<file path="src/rtl/el2_lsu_dccm_arb_if.sv">
// el2_lsu_dccm_arb_if: LSU, DMA and DCCM-port signal bundle for the DCCM arbiter.
// The slave modport is the arbiter's view; master is the requester/memory side.
interface el2_lsu_dccm_arb_if #(
    parameter int DCCM_BITS        = 16,
    parameter int DCCM_FDATA_WIDTH = 39,
    parameter int DMA_TAG_W        = 3
);
    logic                        lsu_req_valid;
    logic                        lsu_req_ready;
    logic                        lsu_req_wr;
    logic [DCCM_BITS-1:0]        lsu_addr_lo;
    logic [DCCM_BITS-1:0]        lsu_addr_hi;
    logic [DCCM_FDATA_WIDTH-1:0] lsu_wdata_lo;
    logic [DCCM_FDATA_WIDTH-1:0] lsu_wdata_hi;
    logic                        lsu_rsp_valid;
    logic [DCCM_FDATA_WIDTH-1:0] lsu_rsp_data_lo;
    logic [DCCM_FDATA_WIDTH-1:0] lsu_rsp_data_hi;
    logic                        dma_req_valid;
    logic                        dma_req_ready;
    logic                        dma_req_wr;
    logic [DCCM_BITS-1:0]        dma_addr;
    logic [DCCM_FDATA_WIDTH-1:0] dma_wdata;
    logic [DMA_TAG_W-1:0]        dma_req_tag;
    logic                        dma_rsp_valid;
    logic                        dma_rsp_ready;
    logic [DCCM_FDATA_WIDTH-1:0] dma_rsp_data;
    logic [DMA_TAG_W-1:0]        dma_rsp_tag;
    logic                        dccm_wren;
    logic                        dccm_rden;
    logic [DCCM_BITS-1:0]        dccm_wr_addr_lo;
    logic [DCCM_BITS-1:0]        dccm_wr_addr_hi;
    logic [DCCM_BITS-1:0]        dccm_rd_addr_lo;
    logic [DCCM_BITS-1:0]        dccm_rd_addr_hi;
    logic [DCCM_FDATA_WIDTH-1:0] dccm_wr_data_lo;
    logic [DCCM_FDATA_WIDTH-1:0] dccm_wr_data_hi;
    logic [DCCM_FDATA_WIDTH-1:0] dccm_rd_data_lo;
    logic [DCCM_FDATA_WIDTH-1:0] dccm_rd_data_hi;

    modport slave (
        input  lsu_req_valid, lsu_req_wr, lsu_addr_lo, lsu_addr_hi, lsu_wdata_lo, lsu_wdata_hi,
        input  dma_req_valid, dma_req_wr, dma_addr, dma_wdata, dma_req_tag, dma_rsp_ready,
        input  dccm_rd_data_lo, dccm_rd_data_hi,
        output lsu_req_ready, lsu_rsp_valid, lsu_rsp_data_lo, lsu_rsp_data_hi,
        output dma_req_ready, dma_rsp_valid, dma_rsp_data, dma_rsp_tag,
        output dccm_wren, dccm_rden, dccm_wr_addr_lo, dccm_wr_addr_hi, dccm_rd_addr_lo, dccm_rd_addr_hi,
        output dccm_wr_data_lo, dccm_wr_data_hi
    );

    modport master (
        output lsu_req_valid, lsu_req_wr, lsu_addr_lo, lsu_addr_hi, lsu_wdata_lo, lsu_wdata_hi,
        output dma_req_valid, dma_req_wr, dma_addr, dma_wdata, dma_req_tag, dma_rsp_ready,
        output dccm_rd_data_lo, dccm_rd_data_hi,
        input  lsu_req_ready, lsu_rsp_valid, lsu_rsp_data_lo, lsu_rsp_data_hi,
        input  dma_req_ready, dma_rsp_valid, dma_rsp_data, dma_rsp_tag,
        input  dccm_wren, dccm_rden, dccm_wr_addr_lo, dccm_wr_addr_hi, dccm_rd_addr_lo, dccm_rd_addr_hi,
        input  dccm_wr_data_lo, dccm_wr_data_hi
    );
endinterface

</file>
<file path="src/rtl/el2_lsu_dccm_arb.sv">
// el2_lsu_dccm_arb: shares the DCCM port between LSU (primary) and DMA (secondary),
// with a starvation bound for DMA and a one-entry DMA read-response buffer.
module el2_lsu_dccm_arb #(
    parameter int DCCM_BITS        = 16,
    parameter int DCCM_FDATA_WIDTH = 39,
    parameter int DMA_STARVE_MAX   = 7,
    parameter int DMA_TAG_W        = 3
) (
    input logic clk,
    input logic rst_l,
    el2_lsu_dccm_arb_if.slave bus
);
    localparam int SW = $clog2(DMA_STARVE_MAX + 1);

    typedef enum logic [1:0] {OWN_NONE, OWN_LSU, OWN_DMA} owner_t;

    owner_t                      rd_owner_q;
    logic [SW-1:0]               starve_cnt;
    logic [DMA_TAG_W-1:0]        tag_q;
    logic                        buf_valid;
    logic [DCCM_FDATA_WIDTH-1:0] buf_data;
    logic [DMA_TAG_W-1:0]        buf_tag;

    logic dma_elig, force_dma, starve_max, gnt_lsu, gnt_dma;
    logic lsu_wr, lsu_rd, dma_wr, dma_rd;
    logic [DCCM_BITS-1:0] wr_lo, wr_hi, rd_lo, rd_hi;

    // A DMA read is only eligible when its response is guaranteed a free buffer slot.
    always_comb begin
        starve_max = starve_cnt == SW'(DMA_STARVE_MAX);
        dma_elig   = bus.dma_req_valid &
                     (bus.dma_req_wr | ((rd_owner_q != OWN_DMA) & (!buf_valid | bus.dma_rsp_ready)));
        force_dma  = dma_elig & starve_max;
        gnt_dma    = force_dma | (!bus.lsu_req_valid & dma_elig);
        gnt_lsu    = !force_dma & bus.lsu_req_valid;
        lsu_wr     = gnt_lsu & bus.lsu_req_wr;
        lsu_rd     = gnt_lsu & !bus.lsu_req_wr;
        dma_wr     = gnt_dma & bus.dma_req_wr;
        dma_rd     = gnt_dma & !bus.dma_req_wr;
        wr_lo      = lsu_wr ? bus.lsu_addr_lo : dma_wr ? bus.dma_addr : '0;
        wr_hi      = lsu_wr ? bus.lsu_addr_hi : dma_wr ? bus.dma_addr : '0;
        rd_lo      = lsu_rd ? bus.lsu_addr_lo : dma_rd ? bus.dma_addr : '0;
        rd_hi      = lsu_rd ? bus.lsu_addr_hi : dma_rd ? bus.dma_addr : '0;
    end

    assign bus.lsu_req_ready   = !force_dma;
    assign bus.dma_req_ready   = gnt_dma;
    assign bus.dccm_wren       = lsu_wr | dma_wr;
    assign bus.dccm_rden       = lsu_rd | dma_rd;
    assign bus.dccm_wr_addr_lo = wr_lo;
    assign bus.dccm_wr_addr_hi = wr_hi;
    assign bus.dccm_rd_addr_lo = rd_lo;
    assign bus.dccm_rd_addr_hi = rd_hi;
    assign bus.dccm_wr_data_lo = lsu_wr ? bus.lsu_wdata_lo : dma_wr ? bus.dma_wdata : '0;
    assign bus.dccm_wr_data_hi = lsu_wr ? bus.lsu_wdata_hi : dma_wr ? bus.dma_wdata : '0;

    assign bus.lsu_rsp_valid   = rd_owner_q == OWN_LSU;
    assign bus.lsu_rsp_data_lo = bus.lsu_rsp_valid ? bus.dccm_rd_data_lo : '0;
    assign bus.lsu_rsp_data_hi = bus.lsu_rsp_valid ? bus.dccm_rd_data_hi : '0;
    assign bus.dma_rsp_valid   = buf_valid;
    assign bus.dma_rsp_data    = buf_data;
    assign bus.dma_rsp_tag     = buf_tag;

    always_ff @(posedge clk or negedge rst_l) begin
        if (!rst_l) begin
            starve_cnt <= '0;
            rd_owner_q <= OWN_NONE;
            tag_q      <= '0;
            buf_valid  <= 1'b0;
            buf_data   <= '0;
            buf_tag    <= '0;
        end else begin
            starve_cnt <= (!bus.dma_req_valid | gnt_dma) ? '0 :
                          (dma_elig & !starve_max) ? starve_cnt + SW'(1) : starve_cnt;
            rd_owner_q <= lsu_rd ? OWN_LSU : dma_rd ? OWN_DMA : OWN_NONE;
            if (dma_rd)
                tag_q <= bus.dma_req_tag;
            // A fill takes priority over a simultaneous drain.
            if (rd_owner_q == OWN_DMA) begin
                buf_valid <= 1'b1;
                buf_data  <= bus.dccm_rd_data_lo;
                buf_tag   <= tag_q;
            end else if (buf_valid & bus.dma_rsp_ready) begin
                buf_valid <= 1'b0;
            end
        end
    end
endmodule

</file>
<file path="src/flat_wrapper.sv">
// flat-port wrapper written by rule: the top's interface ports become plain ports
module el2_lsu_dccm_arb_flat 
#(
    parameter int DCCM_BITS        = 16,
    parameter int DCCM_FDATA_WIDTH = 39,
    parameter int DMA_STARVE_MAX   = 7,
    parameter int DMA_TAG_W        = 3
)
  (clk, rst_l, bus_lsu_req_valid, bus_lsu_req_wr, bus_lsu_addr_lo, bus_lsu_addr_hi, bus_lsu_wdata_lo, bus_lsu_wdata_hi, bus_dma_req_valid, bus_dma_req_wr, bus_dma_addr, bus_dma_wdata, bus_dma_req_tag, bus_dma_rsp_ready, bus_dccm_rd_data_lo, bus_dccm_rd_data_hi, bus_lsu_req_ready, bus_lsu_rsp_valid, bus_lsu_rsp_data_lo, bus_lsu_rsp_data_hi, bus_dma_req_ready, bus_dma_rsp_valid, bus_dma_rsp_data, bus_dma_rsp_tag, bus_dccm_wren, bus_dccm_rden, bus_dccm_wr_addr_lo, bus_dccm_wr_addr_hi, bus_dccm_rd_addr_lo, bus_dccm_rd_addr_hi, bus_dccm_wr_data_lo, bus_dccm_wr_data_hi);
  el2_lsu_dccm_arb_if #(.DCCM_BITS(DCCM_BITS), .DCCM_FDATA_WIDTH(DCCM_FDATA_WIDTH), .DMA_TAG_W(DMA_TAG_W)) bus_i ();
  input logic clk;
  input logic rst_l;
  input wire logic [$bits(bus_i.lsu_req_valid)-1:0] bus_lsu_req_valid;
  input wire logic [$bits(bus_i.lsu_req_wr)-1:0] bus_lsu_req_wr;
  input wire logic [$bits(bus_i.lsu_addr_lo)-1:0] bus_lsu_addr_lo;
  input wire logic [$bits(bus_i.lsu_addr_hi)-1:0] bus_lsu_addr_hi;
  input wire logic [$bits(bus_i.lsu_wdata_lo)-1:0] bus_lsu_wdata_lo;
  input wire logic [$bits(bus_i.lsu_wdata_hi)-1:0] bus_lsu_wdata_hi;
  input wire logic [$bits(bus_i.dma_req_valid)-1:0] bus_dma_req_valid;
  input wire logic [$bits(bus_i.dma_req_wr)-1:0] bus_dma_req_wr;
  input wire logic [$bits(bus_i.dma_addr)-1:0] bus_dma_addr;
  input wire logic [$bits(bus_i.dma_wdata)-1:0] bus_dma_wdata;
  input wire logic [$bits(bus_i.dma_req_tag)-1:0] bus_dma_req_tag;
  input wire logic [$bits(bus_i.dma_rsp_ready)-1:0] bus_dma_rsp_ready;
  input wire logic [$bits(bus_i.dccm_rd_data_lo)-1:0] bus_dccm_rd_data_lo;
  input wire logic [$bits(bus_i.dccm_rd_data_hi)-1:0] bus_dccm_rd_data_hi;
  output wire logic [$bits(bus_i.lsu_req_ready)-1:0] bus_lsu_req_ready;
  output wire logic [$bits(bus_i.lsu_rsp_valid)-1:0] bus_lsu_rsp_valid;
  output wire logic [$bits(bus_i.lsu_rsp_data_lo)-1:0] bus_lsu_rsp_data_lo;
  output wire logic [$bits(bus_i.lsu_rsp_data_hi)-1:0] bus_lsu_rsp_data_hi;
  output wire logic [$bits(bus_i.dma_req_ready)-1:0] bus_dma_req_ready;
  output wire logic [$bits(bus_i.dma_rsp_valid)-1:0] bus_dma_rsp_valid;
  output wire logic [$bits(bus_i.dma_rsp_data)-1:0] bus_dma_rsp_data;
  output wire logic [$bits(bus_i.dma_rsp_tag)-1:0] bus_dma_rsp_tag;
  output wire logic [$bits(bus_i.dccm_wren)-1:0] bus_dccm_wren;
  output wire logic [$bits(bus_i.dccm_rden)-1:0] bus_dccm_rden;
  output wire logic [$bits(bus_i.dccm_wr_addr_lo)-1:0] bus_dccm_wr_addr_lo;
  output wire logic [$bits(bus_i.dccm_wr_addr_hi)-1:0] bus_dccm_wr_addr_hi;
  output wire logic [$bits(bus_i.dccm_rd_addr_lo)-1:0] bus_dccm_rd_addr_lo;
  output wire logic [$bits(bus_i.dccm_rd_addr_hi)-1:0] bus_dccm_rd_addr_hi;
  output wire logic [$bits(bus_i.dccm_wr_data_lo)-1:0] bus_dccm_wr_data_lo;
  output wire logic [$bits(bus_i.dccm_wr_data_hi)-1:0] bus_dccm_wr_data_hi;
  assign bus_i.lsu_req_valid = bus_lsu_req_valid;
  assign bus_i.lsu_req_wr = bus_lsu_req_wr;
  assign bus_i.lsu_addr_lo = bus_lsu_addr_lo;
  assign bus_i.lsu_addr_hi = bus_lsu_addr_hi;
  assign bus_i.lsu_wdata_lo = bus_lsu_wdata_lo;
  assign bus_i.lsu_wdata_hi = bus_lsu_wdata_hi;
  assign bus_i.dma_req_valid = bus_dma_req_valid;
  assign bus_i.dma_req_wr = bus_dma_req_wr;
  assign bus_i.dma_addr = bus_dma_addr;
  assign bus_i.dma_wdata = bus_dma_wdata;
  assign bus_i.dma_req_tag = bus_dma_req_tag;
  assign bus_i.dma_rsp_ready = bus_dma_rsp_ready;
  assign bus_i.dccm_rd_data_lo = bus_dccm_rd_data_lo;
  assign bus_i.dccm_rd_data_hi = bus_dccm_rd_data_hi;
  assign bus_lsu_req_ready = bus_i.lsu_req_ready;
  assign bus_lsu_rsp_valid = bus_i.lsu_rsp_valid;
  assign bus_lsu_rsp_data_lo = bus_i.lsu_rsp_data_lo;
  assign bus_lsu_rsp_data_hi = bus_i.lsu_rsp_data_hi;
  assign bus_dma_req_ready = bus_i.dma_req_ready;
  assign bus_dma_rsp_valid = bus_i.dma_rsp_valid;
  assign bus_dma_rsp_data = bus_i.dma_rsp_data;
  assign bus_dma_rsp_tag = bus_i.dma_rsp_tag;
  assign bus_dccm_wren = bus_i.dccm_wren;
  assign bus_dccm_rden = bus_i.dccm_rden;
  assign bus_dccm_wr_addr_lo = bus_i.dccm_wr_addr_lo;
  assign bus_dccm_wr_addr_hi = bus_i.dccm_wr_addr_hi;
  assign bus_dccm_rd_addr_lo = bus_i.dccm_rd_addr_lo;
  assign bus_dccm_rd_addr_hi = bus_i.dccm_rd_addr_hi;
  assign bus_dccm_wr_data_lo = bus_i.dccm_wr_data_lo;
  assign bus_dccm_wr_data_hi = bus_i.dccm_wr_data_hi;
  el2_lsu_dccm_arb #(.DCCM_BITS(DCCM_BITS), .DCCM_FDATA_WIDTH(DCCM_FDATA_WIDTH), .DMA_STARVE_MAX(DMA_STARVE_MAX), .DMA_TAG_W(DMA_TAG_W)) u_core (.clk(clk), .rst_l(rst_l), .bus(bus_i));
endmodule
</file>
<file path="config.mk">
export PLATFORM = sky130hd
export DESIGN_NAME = el2_lsu_dccm_arb_flat
export DESIGN_NICKNAME = d
export VERILOG_FILES = /design/src/rtl/el2_lsu_dccm_arb_if.sv /design/src/rtl/el2_lsu_dccm_arb.sv /design/src/flat_wrapper.sv
export SDC_FILE = /design/constraint.sdc
export NUM_CORES = 1
export LEC_CHECK = 0
export CELL_PAD_IN_SITES_DETAIL_PLACEMENT = 1
export CELL_PAD_IN_SITES_GLOBAL_PLACEMENT = 1
export CORE_AREA = 2 2 202 204
export CTS_CLUSTER_DIAMETER = 30
export CTS_CLUSTER_SIZE = 8
export DETAILED_ROUTE_END_ITERATION = 6
export DIE_AREA = 0 0 204 206
export DONT_BUFFER_PORTS = 1
export PLACE_DENSITY_LB_ADDON = 0.1
export SYNTH_ARGS = -nofsm -noshare
export SYNTH_HDL_FRONTEND = slang
export SYNTH_SLANG_ARGS = --single-unit
</file>
<file path="constraint.sdc">
create_clock -name clk -period 3.7 [get_ports clk]
set_input_delay 0.37 -clock clk [delete_from_list [all_inputs] [get_ports clk]]
set_output_delay 0.37 -clock clk [all_outputs]
set_load 0.05 [all_outputs]
</file>
# Yosys cells after proc, flatten, opt, wreduce, memory -nomap -nowiden
# Index checks and enable logic that the tools add are counted.
[word_totals]
reg_bits = 51
[op_classes]
eq_ne = 4
muxes = 17
n_bitwise = 17
n_addsub = 1
n_reduce_logical = 9
[op_table]
columns = ["op", "n"]
rows = [
  ["two-way mux 39 bit", 5],
  ["two-way mux 16 bit", 6],
  ["bitwise AND 1 bit", 11],
  ["zero test 1 bit", 7],
  ["two-way mux 3 bit", 2],
  ["bitwise OR 1 bit", 6],
  ["two-way mux 2 bit", 2],
  ["nonzero test 2 bit", 2],
  ["adder 3 x 1 -> 3 bit, second input constant", 1],
  ["== test 3 bit, second input constant", 1],
  ["== test 2 x 1 -> 1 bit, second input constant", 1],
  ["== test 2 bit, second input constant", 1],
  ["two-way mux 1 bit", 2],
  ["inequality test 2 bit, second input constant", 1],
]

# Longest topological paths before layout
[logic_depth]
ltp_word = 10
depth_mapped = 7

# Worst setup path before layout
# OpenSTA, ideal clock, no wires.
[synth_timing]
kind = "reg2out"
start = "register u_core.buf_valid (netlist: u_core.bus.dma_rsp_valid)"
end = "output bus_dccm_wren"
n_path_buf = 3
stages_incl_launch_ff = 7
slack_ps = 805
arrival_time_ps = 2525
required_time_ps = 3330
cell_sequence = "dfrtp_1 > nor2b_1 > buf_2 > o21ai_2 > buf_2 > buf_2 > o21ai_0"
[synth_between]
elab_chain_len = 10
elab_cells_between_ends = 13
classes_between = "bitwise: 11; reduce/logical: 2"
[synth_rtl]
columns = ["element", "line_no", "text"]
rows = [
  ["start: declaration", "el2_lsu_dccm_arb.sv:20", "logic buf_valid;"],
  ["start signal: assignment", "el2_lsu_dccm_arb.sv:69", "buf_valid <= 1'b0;"],
  ["start signal: assignment", "el2_lsu_dccm_arb.sv:80", "buf_valid <= 1'b1;"],
  ["start signal: assignment", "el2_lsu_dccm_arb.sv:84", "buf_valid <= 1'b0;"],
  ["zero test 1 bit *", "el2_lsu_dccm_arb.sv:32", "(bus.dma_req_wr | ((rd_owner_q != OWN_DMA) & (!buf_valid | bus.dma_rsp_ready)));"],
  ["bitwise OR 1 bit *", "el2_lsu_dccm_arb.sv:32", ""],
  ["bitwise AND 1 bit *", "el2_lsu_dccm_arb.sv:32", ""],
  ["bitwise OR 1 bit *", "el2_lsu_dccm_arb.sv:32", ""],
  ["bitwise AND 1 bit *", "el2_lsu_dccm_arb.sv:31", "dma_elig = bus.dma_req_valid &"],
  ["bitwise AND 1 bit", "el2_lsu_dccm_arb.sv:33", "force_dma = dma_elig & starve_max;"],
  ["zero test 1 bit", "el2_lsu_dccm_arb.sv:35", "gnt_lsu = !force_dma & bus.lsu_req_valid;"],
  ["bitwise AND 1 bit", "el2_lsu_dccm_arb.sv:35", ""],
  ["bitwise AND 1 bit", "el2_lsu_dccm_arb.sv:36", "lsu_wr = gnt_lsu & bus.lsu_req_wr;"],
  ["bitwise OR 1 bit *", "el2_lsu_dccm_arb.sv:48", "assign bus.dccm_wren = lsu_wr | dma_wr;"],
  ["end: declaration", "flat_wrapper.sv:35", "output wire logic [$bits(bus_i.dccm_wren)-1:0] bus_dccm_wren;"],
]
# Mark *: on every way between the ends. The rest lies on a longest branch, timed or not.

# Worst setup path after layout
[layout_timing]
start = "register u_core.starve_cnt[0]"
end = "output bus_dccm_rd_addr_lo[0]"
[layout_between]
elab_chain_len = 6
elab_cells_between_ends = 9
classes_between = "eq/ne: 1; mux: 2; bitwise: 5; reduce/logical: 1"
[layout_rtl]
columns = ["element", "line_no", "text"]
rows = [
  ["start: declaration", "el2_lsu_dccm_arb.sv:18", "logic [SW-1:0] starve_cnt;"],
  ["start signal: assignment", "el2_lsu_dccm_arb.sv:73", "starve_cnt <= (!bus.dma_req_valid | gnt_dma) ? '0 :"],
  ["== test 3 bit *", "el2_lsu_dccm_arb.sv:30", "starve_max = starve_cnt == SW'(DMA_STARVE_MAX);"],
  ["bitwise AND 1 bit *", "el2_lsu_dccm_arb.sv:33", ""],
  ["bitwise OR 1 bit or zero test 1 bit (tied branches)", "el2_lsu_dccm_arb.sv:34, el2_lsu_dccm_arb.sv:35", ""],
  ["bitwise AND 1 bit, on equally long branches", "el2_lsu_dccm_arb.sv:39, el2_lsu_dccm_arb.sv:35", ""],
  ["two-way mux 16 bit or bitwise AND 1 bit (tied branches)", "el2_lsu_dccm_arb.sv:42, el2_lsu_dccm_arb.sv:37", ""],
  ["two-way mux 16 bit *", "el2_lsu_dccm_arb.sv:42", "rd_lo = lsu_rd ? bus.lsu_addr_lo : dma_rd ? bus.dma_addr : '0;"],
  ["end: declaration", "flat_wrapper.sv:39", "output wire logic [$bits(bus_i.dccm_rd_addr_lo)-1:0] bus_dccm_rd_addr_lo;"],
]
# Marked as above.

==> out/metrics.csv <==
stage;metric;value;unit
setup_path;crit-reg2reg-launch;u_core.starve_cnt[0]$_DFFE_PN0P_;
timing;worst_slew_pin_slew;0.987;ns
die;die_y;206;µm
synthesis;yosys_warnings;0;
final_layout;fin_util;18.8;%
setup_path;worstSetupEndpointType;output port;
synthesis;yosysTopAreaCellShare;22.2;%
synthesis;muxShareOfSynthArea;9.52;%
setup_path;crit_slowest_cell;or4_4;
synthesis;synth_edf_count;0;
timing;fin_skew;0.00853;ns
detailed_routing;drc;0;
detailed_routing;drt_iter0_drc;298;
setup_path;rrSetupSlack;1.53;ns
detailed_routing;firstDrtPassIters;4;
final_layout;final_layout_size_suffix_gt1_share;26.1;%
final_layout;antennaDiodeCount;0;
timing;finalSetupViolations;0;
detailed_routing;wl;32000;µm
synthesis;netlist_area;0.00576;mm²
place;place_ws;1.01;ns
synthesis;synth_xor_area_share;0;%
synthesis;synth_fa_ha_area_share;0.435;%
place;gp_congestion;0.760;
synthesis;synth_common_cells;nand3_1 (200), o211ai_1 (141), nand2_1 (116);
detailed_routing;via_per_inst;4.78;
setup_path;crit_top_cell;ha_1;
pwr;irDropWorstVdd;0.000172;V
synthesis;synth_fp_nets;1062;
clock_tree;ctsRootBufferMaster;clkbuf_16;
final_layout;area_growth;30.9;%
place;dp_cells;1400;
setup_path;start_kind;flop;
detailed_routing;antenna_left;0;
synthesis;synth_flop_cell;dfrtp_1;
setup_path;crit_chain;ha_1, ha_1, nor2b_1, or4_4, o211ai_2;
clock_tree;insertion_delay;0.29;ns
die;chipWidth;204;µm
global_routing;grtUsageTotal;14.2;%
worst_hold_path;hold_end;u_core.starve_cnt[0]$_DFFE_PN0P_;
pwr;leakage;2.80;nW
die;start_util;14.3;%
setup_path;crit_required;3.33;ns
clock_tree;cts_max_level;2;
synthesis;synth_top_family_by_area;simple AND/OR/NAND/NOR gates;
place;hpwl;24000;µm
die;num_rows;74;
synthesis;syn_area_per_cell;7.13;µm²
setup_path;critPathKind;flop to output port;
synthesis;synth-compound-area-share;24.1;%
synthesis;synth_top_area_cell;dfrtp_1;
synthesis;synthSimpleGateAreaFrac;35.2;%
die;fp.coreArea;0.0402;mm²
worst_hold_path;worstHoldPathType;primary input to flop;
setup_path;critPathArrivalTime;2.62;ns
synthesis;seq_area_frac_synth;22.2;%
final_layout;instances_no_fill;1410;
final_layout;nets;1132;
global_routing;gr-total-overflow;0;
clock_tree;cts.sinks;51;
clock_tree;cts_made_buffers;5;
clock_tree;cts_setup_buffers;0;
clock_tree;clk_path_buf_depth;2;
detailed_routing;vias;6744;
timing;rsz0062_at_grt;false;
setup_path;slowest_delay;0.76;ns
global_routing;grt_pass1_wl;45600;µm
global_routing;grt_pass1_vias;6806;
synthesis;async_reset_ff_share;100;%
place;io_buffers;0;
synthesis;synth_most_common_cell;nand3_1;
setup_path;crit_fanout;37;
timing;hold_viol;0;
setup_path;worst-r2r-cell-count;5;
synthesis;postSynthCellCount;807;
global_routing;grt_max_degree;89;
clock_tree;clk_pin_slew;0.07;ns
clock_tree;cts_tree;built;
detailed_routing;wl_per_cell;22.7;µm
outcome;status;finished clean;
synthesis;ys_seq_elements;51;
synthesis;synth_area_leaders;dfrtp_1 (22%), o211ai_1 (18%), nand3_1 (17%), and2_1 (8.7%), mux2_2 (8.2%);
synthesis;synth_cell_types;27;
timing;fin_crit;2.99;ns
die;die_area;0.0420;mm²
timing;fin_crit_sh;80.7;%
die;io_pins;521;
timing;setup_tns;0;ns
pwr;powerDensity;398;mW/mm²
worst_hold_path;min_path_cells;2;
setup_path;reg2reg_to;u_core.tag_q[2]$_DFFE_PN0N_;
flow_run;maxCapViolCount;0;
timing;slew_viol_final;0;
timing;fmax;0.335;GHz
global_routing;grt_antenna_before_repair;0;
timing;max-slew-margin-rel;34.0;%
worst_hold_path;worstHoldStart;bus_dma_req_valid;
timing;fin_ws;0.714;ns
==> per-stage QoR <==
step / cell area [µm²] / hold slack [ns] / total power, W
6_report: 7530 / 0.204 / 0.00300
4_1_cts: 7530 / 0.191 / 0.00306
3_5_place_dp: 7320 / 0.0755 / 0.00246
2_1_floorplan: 5760 / 0.0744 / 0.00213
5_1_grt: 7530 / 0.188 / 0.00315
3_3_place_gp: 7320 / 0.0754 / 0.00246
==> critical path, delay by kind of cell, from the launching register on <==
| kind | cells | cell delay [ns] |
|---|---|---|
| compound gates | 1 | 0.61 |
| flops | 1 | 0.38 |
| simple gates | 2 | 0.89 |
| fa+ha+maj | 2 | 0.42 |
==> power by group <==
part	internal [W]	leakage [nW]	switching (W)
registers	0.000681	0.607	0.000551
clock network	0.000340	0.0875	0.000212
logic	0.000358	2.11	0.000855
==> worst max-delay path by stage <==
stage                                               startpoint                endpoint  slack [ns]  depth (start not counted)
after floorplan           u_core.bus.dma_rsp_valid$_DFFE_PN0P_           bus_dccm_wren        0.81                          6
after global routing          u_core.starve_cnt[0]$_DFFE_PN0P_  bus_dccm_rd_addr_lo[0]        0.60                          5
after CTS                     u_core.starve_cnt[0]$_DFFE_PN0P_  bus_dccm_rd_addr_lo[0]        0.67                          5
after global placement        u_core.starve_cnt[0]$_DFFE_PN0P_  bus_dccm_rd_addr_lo[1]        1.10                          5
final                         u_core.starve_cnt[0]$_DFFE_PN0P_  bus_dccm_rd_addr_lo[0]        0.71                          5
after detailed placement      u_core.starve_cnt[0]$_DFFE_PN0P_  bus_dccm_rd_addr_lo[0]        1.01                          5
==> cell usage in the layout, fill, tap and decap left out, drive strengths merged, types with 3 or more instances in the layout <==
master	count
clkbuf	6
mux2i	3
and2	80
nand2	116
o21ai	3
mux2	45
nand2b	3
inv	19
o211ai	143
nor2b	5
o2111ai	32
dfrtp	51
buf	162
nand3	200
==> logic make-up after synthesis <==
kind of cell,Yosys count
AO/OA/AOI/OAI,179
adder cells (fa/ha/maj),2
buffers and inverters,119
flip-flops,51
multiplexers,48
AND/OR/NAND/NOR,408
==> flip-flops by register name, summed over array words and instances (netlist names) <==
name                      count
u_core.bus.dma_rsp_data      39
u_core.starve_cnt             3
u_core.bus.dma_rsp_valid      1
u_core.bus.dma_rsp_tag        3
u_core.rd_owner_q             2
u_core.tag_q                  3
==> repair_timing <==
action	4_1_cts	5_1_grt
hold buffers	2	0
endpoints found under the hold margin	51	0
gates resized for setup	0	0
==> per-layer routing <==
layer  GRT usage (%)  routed length, µm
met4            4.30                790
met5               0                  0
met2            26.0              16400
met3            4.73               2990
met1            15.5              11800
==> final cells by class <==
cell class	instances	area, µm²
Clock buffer	6	139
Clock inverter	2	38.8
Fill cell	4884	32600
Inverter	19	71.3
Multi-Input combinational cell	637	4040
Sequential cell	51	1280
Tap cell	532	666
Timing Repair Buffer	163	1310
(Power assumes the default switching activity.)
